## src/rtl/dmem_arbiter.sv

```systemverilog
// dmem_arbiter: shares one data-memory port between the CPU port (C) and the
// debug/loader port (D). At most one transfer is granted per cycle. Ties are
// broken round-robin, and a lock flag lets one port keep ownership across a
// multi-word sequence. Read data is routed back to the issuing port in issue order.
//
// Ports:
//   clk, reset_n              clock, asynchronous active-low reset
//   c_req/c_we/c_lock         CPU request, write flag, hold-ownership flag
//   c_addr/c_wdata/c_be       CPU byte address, write data, byte enables
//   c_gnt                     CPU transfer accepted this cycle (combinational)
//   c_rvalid/c_rdata          CPU read return
//   d_*                       the same set for the debug port
//   m_en/m_we/m_addr/...      memory-side strobe, write flag, address, data, enables
//   m_rdata                   memory read data, MEM_LATENCY cycles after a read m_en
module dmem_arbiter #(
    parameter int unsigned ADDR_W      = 32,
    parameter int unsigned DATA_W      = 32,
    parameter int unsigned MEM_LATENCY = 1
) (
    input  logic                clk,
    input  logic                reset_n,
    input  logic                c_req,
    input  logic                c_we,
    input  logic                c_lock,
    input  logic [ADDR_W-1:0]   c_addr,
    input  logic [DATA_W-1:0]   c_wdata,
    input  logic [DATA_W/8-1:0] c_be,
    output logic                c_gnt,
    output logic                c_rvalid,
    output logic [DATA_W-1:0]   c_rdata,
    input  logic                d_req,
    input  logic                d_we,
    input  logic                d_lock,
    input  logic [ADDR_W-1:0]   d_addr,
    input  logic [DATA_W-1:0]   d_wdata,
    input  logic [DATA_W/8-1:0] d_be,
    output logic                d_gnt,
    output logic                d_rvalid,
    output logic [DATA_W-1:0]   d_rdata,
    output logic                m_en,
    output logic                m_we,
    output logic [ADDR_W-1:0]   m_addr,
    output logic [DATA_W-1:0]   m_wdata,
    output logic [DATA_W/8-1:0] m_be,
    input  logic [DATA_W-1:0]   m_rdata
);

    localparam logic PortC = 1'b0;
    localparam logic PortD = 1'b1;

    typedef enum logic [1:0] {StIdle, StLockC, StLockD} state_e;

    state_e                 state_q;
    logic                   rr_last_q;
    logic [MEM_LATENCY-1:0] tag_valid_q;
    logic [MEM_LATENCY-1:0] tag_port_q;
    logic [DATA_W-1:0]      c_rdata_q;
    logic [DATA_W-1:0]      d_rdata_q;

    logic grant_c;
    logic grant_d;
    logic issue_read;
    logic tail_valid;
    logic tail_port;

    // Grant decision. Gated by reset_n so nothing is granted while reset is held.
    always_comb begin
        grant_c = 1'b0;
        grant_d = 1'b0;
        if (reset_n) begin
            unique case (state_q)
                StIdle: begin
                    if (c_req && d_req) begin
                        grant_c = (rr_last_q == PortD);
                        grant_d = (rr_last_q == PortC);
                    end else begin
                        grant_c = c_req;
                        grant_d = d_req;
                    end
                end
                StLockC: grant_c = c_req;
                StLockD: grant_d = d_req;
                default: ;
            endcase
        end
    end

    assign c_gnt = grant_c;
    assign d_gnt = grant_d;

    // Memory side is a pure mux of the winner's fields.
    always_comb begin
        m_en    = grant_c | grant_d;
        m_we    = 1'b0;
        m_addr  = c_addr;
        m_wdata = c_wdata;
        m_be    = '0;
        if (grant_c) begin
            m_we = c_we;
            m_be = c_be;
        end else if (grant_d) begin
            m_we    = d_we;
            m_addr  = d_addr;
            m_wdata = d_wdata;
            m_be    = d_be;
        end
    end

    // Ownership state and round-robin history.
    always_ff @(posedge clk or negedge reset_n) begin
        if (!reset_n) begin
            state_q   <= StIdle;
            rr_last_q <= PortD;
        end else if (grant_c) begin
            rr_last_q <= PortC;
            state_q   <= c_lock ? StLockC : StIdle;
        end else if (grant_d) begin
            rr_last_q <= PortD;
            state_q   <= d_lock ? StLockD : StIdle;
        end
    end

    // Owner tags travel alongside the memory pipeline; a tag reaches the tail in
    // the same cycle its read data appears on m_rdata.
    assign issue_read = m_en && !m_we;

    always_ff @(posedge clk or negedge reset_n) begin
        if (!reset_n) begin
            tag_valid_q <= '0;
            tag_port_q  <= '0;
        end else begin
            tag_valid_q[0] <= issue_read;
            tag_port_q[0]  <= grant_d;
            for (int i = MEM_LATENCY - 1; i > 0; i--) begin
                tag_valid_q[i] <= tag_valid_q[i-1];
                tag_port_q[i]  <= tag_port_q[i-1];
            end
        end
    end

    assign tail_valid = tag_valid_q[MEM_LATENCY-1];
    assign tail_port  = tag_port_q[MEM_LATENCY-1];

    assign c_rvalid = tail_valid && (tail_port == PortC);
    assign d_rvalid = tail_valid && (tail_port == PortD);

    // The returned word is presented during its rvalid cycle and captured so the
    // port keeps showing it until its next return.
    assign c_rdata = c_rvalid ? m_rdata : c_rdata_q;
    assign d_rdata = d_rvalid ? m_rdata : d_rdata_q;

    always_ff @(posedge clk or negedge reset_n) begin
        if (!reset_n) begin
            c_rdata_q <= '0;
            d_rdata_q <= '0;
        end else begin
            if (c_rvalid) begin
                c_rdata_q <= m_rdata;
            end
            if (d_rvalid) begin
                d_rdata_q <= m_rdata;
            end
        end
    end

endmodule
```

## config.mk

```make
export PLATFORM = sky130hd
export DESIGN_NAME = dmem_arbiter
export DESIGN_NICKNAME = d
export VERILOG_FILES = /design/src/rtl/dmem_arbiter.sv
export SDC_FILE = /design/constraint.sdc
export NUM_CORES = 1
export LEC_CHECK = 0
export ABC_AREA = 1
export CAP_MARGIN = 15
export CORE_AREA = 2 2 122 124
export CTS_CLUSTER_DIAMETER = 40
export DETAILED_ROUTE_END_ITERATION = 7
export DIE_AREA = 0 0 124 126
export DONT_BUFFER_PORTS = 1
export PLACE_DENSITY = 0.46
export SYNTH_ARGS = -nofsm -noshare
export SYNTH_HDL_FRONTEND = slang
export SYNTH_SLANG_ARGS = --single-unit
```

## constraint.sdc

```tcl
create_clock -name clk -period 2.71 [get_ports clk]
set_input_delay 0.542 -clock clk [delete_from_list [all_inputs] [get_ports clk]]
set_output_delay 0.542 -clock clk [all_outputs]
set_load 0.02 [all_outputs]
```

## Yosys cells after proc, flatten, opt, wreduce, memory -nomap -nowiden

Index checks and enable logic that the tools add are counted.

- Equality and inequality tests: 2
- Muxes and demuxes: 22
- Bitwise operators: 3
- Reductions and logical operators: 7

Operators with widths:

| operator | count |
|---|---|
| $mux 32 | 6 |
| $mux 1 | 9 |
| $mux 4 | 2 |
| $mux 2 | 3 |
| $logic_and 1x1->1 | 4 |
| $pmux 1 s2 | 2 |
| $eq 2x1->1 const B | 1 |
| $eq 2x2->1 const B | 1 |
| $logic_not 2->1 | 1 |
| $not 1->1 | 2 |
| $reduce_bool 2->1 | 1 |
| $logic_not 1->1 | 1 |
| $or 1x1->1 | 1 |

- Bits in registers: 69
- Input port bits: 176
- Output and inout port bits: 138

## Depth between registers and ports, before layout

Gate-level depths: netlist (run 1).

- Word-level depth: 8
- Depth in mapped cells: 8

## Worst setup path before layout (run 1)

Ideal clock, no wire load.

- Kind: register -> output
- Start: register tag_port_q
- End: output port c_rdata[10]
- Arrival time: 1.579 ns
- Data required time: 2.168 ns
- Slack: 0.589 ns
- Stages on the path, launching flop included: 5
- Buffers on the path: 1
- Cells stage by stage: dfrtp_1 -> nor2_1 -> inv_2 -> clkbuf_1 -> o21ai_0

- Cells in the longest elaborated chain, start to end: 3

Ends and longest elaborated chain:

| item | line | text |
|---|---|---|
| start: declaration | 56 | `logic [MEM_LATENCY-1:0] tag_port_q;` |
| start signal: indexed assignment | 136 | `tag_port_q[i] <= tag_port_q[i-1];` |
| $not 1->1 | 144 | `assign c_rvalid = tail_valid && (tail_port == PortC);` |
| $logic_and 1x1->1 | 144 |  |
| named net c_rvalid | 29 | `output logic c_rvalid,` |
| $mux 32 | n/a |  |
| end: declaration | 30 | `output logic [DATA_W-1:0] c_rdata,` |

The timed path passes the listed nets, and every way through them passes these cells.

## Worst setup path in the final report (run 1)

- Start: register rr_last_q
- End: output port m_wdata[22]

- Cells in the longest elaborated chain, start to end: 6

Ends and longest elaborated chain:

| item | line | text |
|---|---|---|
| start: declaration | 54 | `logic rr_last_q;` |
| start signal: assignment | 113 | `rr_last_q <= PortD;` |
| start signal: assignment | 115 | `rr_last_q <= PortC;` |
| start signal: assignment | 118 | `rr_last_q <= PortD;` |
| $not 1->1 | 75 | `grant_d = (rr_last_q == PortC);` |
| $mux 1 | 73 | `if (c_req && d_req) begin` |
| $pmux 1 s2 | 71 | `unique case (state_q)` |
| $mux 1 | 70 | `if (reset_n) begin` |
| $mux 32 | 101 | `end else if (grant_d) begin` |
| $mux 32 * | 98 | `if (grant_c) begin` |
| end: declaration | 43 | `output logic [DATA_W-1:0] m_wdata,` |

Every way passes the cells marked *; elsewhere a longest branch is shown, timed or not.

==> results of run 1 <==
[sequential cells by signal, indices dropped and copies added (netlist names)]
signal / count
tag_valid_q: 1
state_q: 2
d_rdata_q: 32
rr_last_q: 1
c_rdata_q: 32
tag_port_q: 1
[final cells by class]
class / instances / area share [%]
repair buffers: 42 / 9.87
clock buffers: 10 / 5.58
multi-input cells: 355 / 33.3
inverters: 44 / 3.86
well taps: 184 / 5.37
clock inverters: 5 / 1.43
flip-flops and latches: 69 / 40.3
diodes: 4 / 0.234
[per-layer routing]
metal  share of wire (%)  global-route usage, %  wire (µm)  vias to the layer above
met3                  12                   9.19       1700                       12
met4                0.58                   3.44         82                        6
met1                  41                   21.3       5810                     1460
met2                  46                   27.1       6610                      184
li1                    -                      -          -                     1561
met5                0.25                      0         36                        -
[where the power goes]
part | leakage [nW] | internal (mW) | switching (mW)
Sequential | 0.841 | 1.53 | 0.135
Combinational | 1.38 | 0.621 | 1.90
Clock | 0.137 | 0.733 | 0.431
[layout by cell type, fill, tap and decap left out, drive strengths merged]
cell      instances
nand2           280
dfrtp            68
o21ai            65
inv              43
buf              42
clkbuf           10
nor2              5
diode             4
nand3             4
clkinvlp          3
clkinv            2
a21oi             1
bufinv            1
dfstp             1
[cells by family after synthesis]
group           after synthesis
compound gates               66
simple gates                289
buf+inv                      71
flops                        69
[critical path, stage by stage (launching register included)]
cell	delay (ps)
dfstp_2	520
nand2_1	50
clkinv_1	40
nand2_1	70
nand2_2	100
buf_12	270
nand2_1	260
nand2_1	210
buf_12	130
[repair_timing]
action / in CTS / in global routing
hold buffers: 1 / 0
hold endpoints to repair: 68 / 0
endpoints found under the setup margin: 0 / 0
[path summary, 6_finish.rpt]
| path | from | end | slack [ps] | cells past startpoint |
|---|---|---|---|---|
| setup reg to reg | tag_valid_q | c_rdata_q[8] | 1040 | 5 |
| hold reg to reg | rr_last_q | rr_last_q | 490 | 2 |
| setup / recovery | rr_last_q | m_wdata[22] | 160 | 8 |
| max in group asynchronous | reset_n | d_rdata_q[19] | 2340 | 1 |
| hold / removal | reset_n | rr_last_q | 50 | 0 |
| min in group clk | d_lock | state_q[1] | 330 | 2 |
[stage by stage]
step                      hold WS (ps)  cells  util, %  area [µm²]  total power, mW
after floorplan                    246    495        -        3480             3.49
after global placement             248    693     27.6        3950             4.16
after detailed placement           248    693     27.6        3950             4.22
after CTS                         37.8    709     29.9        4270             5.44
after global routing              32.9    709     29.9        4270             5.74
final                             54.8    713     29.9        4280             5.36
==> metrics, run 1 <==
status=complete, no violations; final wirelength=14,200 µm; largest family of logic cells by synthesized area=simple AND/OR/NAND/NOR gates; Final Hold Fails=0; worst setup margin=156 ps; share of cells above drive strength 1=12.4%; WP data required=2170 ps; top cell type's share of synthesized area=48.9%; Root Buffer=clkbuf_16; static leakage=2.36 nW; Multi-input gate area=1430 µm²; Final Setup Violations=0; Slew @ Worst Pin=882 ps; IO buf count=0; Overflow after GRT=0; relative slew slack=40.6%; 1st-iter DRT viols=234; postcts setup bufs=0; DRT antenna net count=0; clk buf depth=2; synthesized cell area=3480 µm²; Starting Density=24.3%; setup tns final=0 ps; vias=3,223; io pins=314; DIE AREA=15,600 µm²; initial antenna violation count=6; register area share after synthesis=49.7%; Place WS=420 ps; PD cells=1250 nW/µm²; vias in the first global route=3,059; net count of the mapped netlist=671; Reg clk slew, reported paths=60 ps; area of the core=14,300 µm²; XOR/XNOR share of the synthesized area=0%; crit path max fanout=67; main flop type after synthesis=dfrtp_1; compound-cell area share of the yosys netlist=9.49%; Synth area leaders=dfrtp_1 (49%), nand2_1 (30%), o21ai_0 (9.3%); total track usage=17.3%; clk_lat worst skew=330 ps; Clock Sink Count=69; register bit total from synthesis=69; number of max-cap violations=0; FILL cells=1,563; Syn Inst Count=495; post-layout min period=2550 ps; CTS resizes=0; net total in the final layout=697; Max Slew Vio Count=0; Hold Path Class=in -> async; Area Growth Syn to Fin=23.1%; Routed wire per std cell=20.0 µm; first-pass GRT wire length=19,400 µm; Post-synth ARST share=100%; Yosys top cell by area=dfrtp_1; maximum clock rate=392 MHz; synth warn=0; die height=126 µm; sequential standard cell area=1730 µm²; Final period util=94.2%; RSZ-0062 raised after global routing=no; Final Wtd Congestion=0.847; # DRC=0; mux share of post-synthesis cell area=0%; vias per cell=4.52; Syn Area/Cell=7.03 µm²; Yosys cell types=16; count leader, synth=nand2_1; total CTS buffers=9; largest net degree at the start of global routing=69; Fin Clk Skew=5.69 ps; fraction of the mapped netlist area in adder cells=0%; CP startpoint kind=flip-flop; WS Path Type=reg -> out; Worst Path Arrival=2010 ps; crit end category=output port; H-tree lvl count=3; 1st-pass router iterations=4; CTS tree=built; FP Rows=44; Synth Area in Simple Gates=31.5%; HPWL Detailed=11,500 µm; Max VDD drop=0.320 mV; Synth top cells by count=nand2_1 (279), dfrtp_1 (68), o21ai_0 (65); Die X=124 µm; number of flops mapped to enable cells by yosys=0
(Power assumes the default switching activity.)
==> run 2, diff against run 1 <==
Settings changed: CORE_AREA 2 2 122 124 to 4 4 120 122, MAX_ROUTING_LAYER set to met4, PLACE_DENSITY 0.46 to 0.47.
==> metrics, run 2 (synthesized netlist as in run 1, its figures left out) <==
status=complete, no violations; Crit path max-delay family=flip-flops; commonest non-fill, non-tap cell in the layout=nand2_1; clk_lat worst skew=330 ps; CTS Hold Bufs=1; IO buf count=0; WS Path Type=reg -> out; Area Growth Syn to Fin=24.8%; setup tns final=0 ps; 1st-iter DRT viols=332; Overflow after GRT=0; die height=126 µm; top flop regs=c_rdata_q: 32 flops, d_rdata_q: 32 flops, state_q: 2 flops; Place WS=512 ps; crit path max fanout=37; Slew @ Worst Pin=925 ps; Fin Clk Skew=5.07 ps; Max VDD drop=0.276 mV; Reg power frac=30.9%; maximum clock rate=405 MHz; number of max-cap violations=0; DIE AREA=15,600 µm²; Hold Path Class=in -> async; Reg clk slew, reported paths=60 ps; CTS resizes=0; WP data required=2170 ps; vias in the first global route=3,141; net total in the final layout=693; global route hottest layer=met2; Switching Fraction=45.7%; final wirelength=14,900 µm; Clock power frac=22.5%; met2 Use GR=28.0%; DRT antenna net count=0; Root Buffer=clkbuf_16; vias per cell=4.60; relative slew slack=37.7%; worst setup margin=241 ps; Core Util, Final=32.9%; total CTS buffers=9; Worst Path Buf+Inv=3; initial antenna violation count=6; slowest CP cell=dfstp_2; FP Rows=42; met1 Use GR=22.3%; Clock Sink Count=69; net switching power=2.47 mW; Final Wtd Congestion=0.913; postcts setup bufs=0; Final Hold Fails=0; Max Slew Vio Count=0; Largest stage delay, worst path=530 ps; combinational share of power=46.6%; most used cell, CP=nand2_1; vias=3,232; H-tree lvl count=3; crit end category=output port; first-pass GRT wire length=20,800 µm; CP startpoint kind=flip-flop; # DRC=0; Die X=124 µm; io pins=314; Worst Path Arrival=1930 ps; static leakage=2.38 nW; share of cells above drive strength 1=11.3%; commonest non-fill, non-tap cells in the layout=nand2_1 (278), dfrtp_1 (68), o21ai_0 (65), inv_1 (39), buf_4 (23); area of the core=13,200 µm²; CTS tree=built; RSZ-0062 raised after global routing=no; global routing met3 resource utilization=11.3%; Final period util=91.1%; Final Setup Violations=0; PD cells=1240 nW/µm²; crit-path cells=nand2_1, clkinv_1, nand2_1, nand2_2, buf_4, nand2_1, nand2_1, buf_4; 1st-pass router iterations=7; total track usage=19.0%; HPWL Detailed=12,300 µm; clk buf depth=2; Pint=2.93 mW; Starting Density=26.4%; largest net degree at the start of global routing=72; post-layout min period=2470 ps; Routed wire per std cell=21.2 µm; r2r setup slk=920 ps
run 2: stage by stage:
step | area (µm²) | hold slack [ps] | power [mW] | std cells
5_1_grt | 4340 | 32.9 | 5.77 | 703
4_1_cts | 4330 | 40.1 | 5.48 | 697
3_5_place_dp | 3990 | 248 | 4.22 | 681
6_report | 4340 | 52.3 | 5.40 | 703
2_1_floorplan | 3480 | 246 | 3.49 | 495
3_3_place_gp | 3990 | 248 | 4.17 | 681
run 2: power groups by stage:
| stage | sequential [mW] | clock [mW] | combinational (mW) |
|---|---|---|---|
| detailed placement | 1.69 | 0 | 2.53 |
| floorplan | 1.65 | 0 | 1.84 |
| finish | 1.67 | 1.21 | 2.52 |
| CTS | 1.67 | 1.25 | 2.56 |
| global route | 1.72 | 1.31 | 2.74 |
| global placement | 1.67 | 0 | 2.50 |
run 2: final timing paths:
check / cells after the start / to / from
hold / removal: 0 / rr_last_q / reset_n
max in group asynchronous: 1 / tag_port_q / reset_n
setup reg to reg: 4 / c_rdata_q[29] / tag_port_q
setup / recovery: 8 / m_wdata[18] / rr_last_q
hold reg to reg: 2 / rr_last_q / rr_last_q
min in group clk: 2 / state_q[1] / d_lock
run 2: area by class of cell:
type                            count  area [µm²]
Timing Repair Buffer               38         480
Clock buffer                       11         233
Inverter                           44         165
Clock inverter                      4        73.8
Fill cell                        1388        8850
Sequential cell                    69        1730
Tap cell                          176         220
Antenna cell                        6        15.0
Multi-Input combinational cell    355        1430
run 2: metal layers:
metal | vias up | wire [µm] | share of wire, %
met5 | - | 0 | 0
met4 | 0 | 154 | 1.0
met3 | 12 | 2280 | 15
met2 | 205 | 6840 | 46
met1 | 1462 | 5660 | 38
li1 | 1553 | - | -
==> run 3, diff against run 2 <==
Settings changed: GPL_TIMING_DRIVEN set to 0.
==> metrics, run 3 (synthesized netlist as in run 1, its figures left out) <==
Root Buffer=clkbuf_16; vias per cell=4.72; final wirelength=15,000 µm; Area Growth Syn to Fin=18.7%; slowest CP cell=o21ai_1; Max Slew Vio Count=0; net total in the final layout=683; HPWL Detailed=12,200 µm; DRT antenna net count=0; static leakage=2.27 nW; Final Wtd Congestion=0.950; 1st-iter DRT viols=211; RSZ-0062 raised after global routing=yes; Max VDD drop=0.304 mV; Hold Path Class=in -> async; number of max-cap violations=0; first-pass GRT wire length=20,800 µm; Fin Clk Skew=10.2 ps; largest net degree at the start of global routing=69; Final period util=95.8%; Routed wire per std cell=21.8 µm; Cells after DPL=671; PD cells=1300 nW/µm²; Overflow after GRT=0; total track usage=18.9%; CP startpoint kind=flip-flop; WS Path Type=reg -> out; Reg clk slew, reported paths=50 ps; commonest non-fill, non-tap cells in the layout=nand2_1 (279), dfrtp_1 (68), inv_1 (39), o21ai_0 (33), o21ai_1 (18); # DRC=0; postcts setup bufs=0; Clock Sink Count=69; maximum clock rate=385 MHz; Crit path max-delay family=compound AO/OA/AOI/OAI gates; WP data required=2170 ps; share of cells above drive strength 1=11.5%; relative slew slack=40.5%; clk buf depth=2; ANT cells=0; Largest stage delay, worst path=500 ps; crit-path cells=nor2_2, inv_2, clkbuf_1, o21ai_1; FP Rows=42; final std cells w/o fill=688; CTS tree=built; IO buf count=0; die height=126 µm; H-tree lvl count=3; total CTS buffers=9; commonest non-fill, non-tap cell in the layout=nand2_1; vias in the first global route=3,186; post-layout min period=2600 ps; vias=3,247; Worst Path Arrival=2050 ps; initial antenna violation count=0; setup tns final=0 ps; clk_lat worst skew=330 ps; Final Hold Fails=0; Die X=124 µm; 1st-pass router iterations=5; Starting Density=26.4%; io pins=314; DIE AREA=15,600 µm²; Worst Path Buf+Inv=2; FILL cells=1,425; status=complete, no violations; crit end category=output port; top flop regs=c_rdata_q: 32 flops, d_rdata_q: 32 flops, state_q: 2 flops; Final Setup Violations=0; area of the core=13,200 µm²; Slew @ Worst Pin=884 ps; crit path max fanout=10
run 3: cell type report:
type	count	area [µm²]	area share (%)
repair buffers	1	27.5	0.666
plain buffers	27	163	3.94
clock buffers	11	243	5.88
flip-flops and latches	69	1730	41.8
multi-input cells	355	1500	36.4
inverters	44	165	4.00
clock inverters	5	82.6	2.00
well taps	176	220	5.33
run 3: metal layers:
layer / share of wire [%] / vias up / global-route usage (%)
met4: 1.6 / 0 / 4.96
met2: 48 / 202 / 28.6
met3: 11 / 16 / 6.68
li1: - / 1531 / -
met1: 40 / 1498 / 24.1
met5: 0 / - / -
run 3: what timing repair did:
item	in CTS	in global routing
gates resized for setup	40	13
hold buffers	1	0
pin swaps	0	0
hold endpoints to repair	68	0
setup endpoints to repair	32	28
run 3: worst paths after layout:
path | from | cells after the start | slack (ps) | to
max in group asynchronous | reset_n | 1 | 2330 | d_rdata_q[20]
worst min register to register | rr_last_q | 2 | 500 | rr_last_q
worst max register to register | tag_port_q | 4 | 820 | c_rdata_q[20]
min in group clk | d_lock | 2 | 340 | state_q[1]
worst min-delay path | reset_n | 0 | 50 | rr_last_q
worst max-delay path | tag_port_q | 4 | 110 | c_rdata[20]
run 3: worst register-to-register path: stages, from the launching register on:
cell      delay, ps
dfrtp_1         390
nor2_2          330
inv_2           170
clkbuf_1        320
o21ai_1         510
run 3: per-stage QoR:
| step | power [mW] | utilization (%) | area, µm² | hold slack (ps) | worst slack [ps] |
|---|---|---|---|---|---|
| 4_1_cts | 5.39 | 30.9 | 4080 | 33.5 | -44.5 |
| 2_1_floorplan | 3.49 | - | 3480 | 246 | 589 |
| 6_report | 5.36 | 31.3 | 4130 | 53.2 | 113 |
| 5_1_grt | 5.69 | 31.3 | 4130 | 30.5 | -81.0 |
| 3_3_place_gp | 3.95 | 28.0 | 3700 | 248 | -71.7 |
| 3_5_place_dp | 4.00 | 28.0 | 3700 | 249 | -105 |
run 3: power by group:
part / internal, mW / switching [mW]
logic: 0.431 / 1.99
clock network: 0.834 / 0.439
registers: 1.53 / 0.138
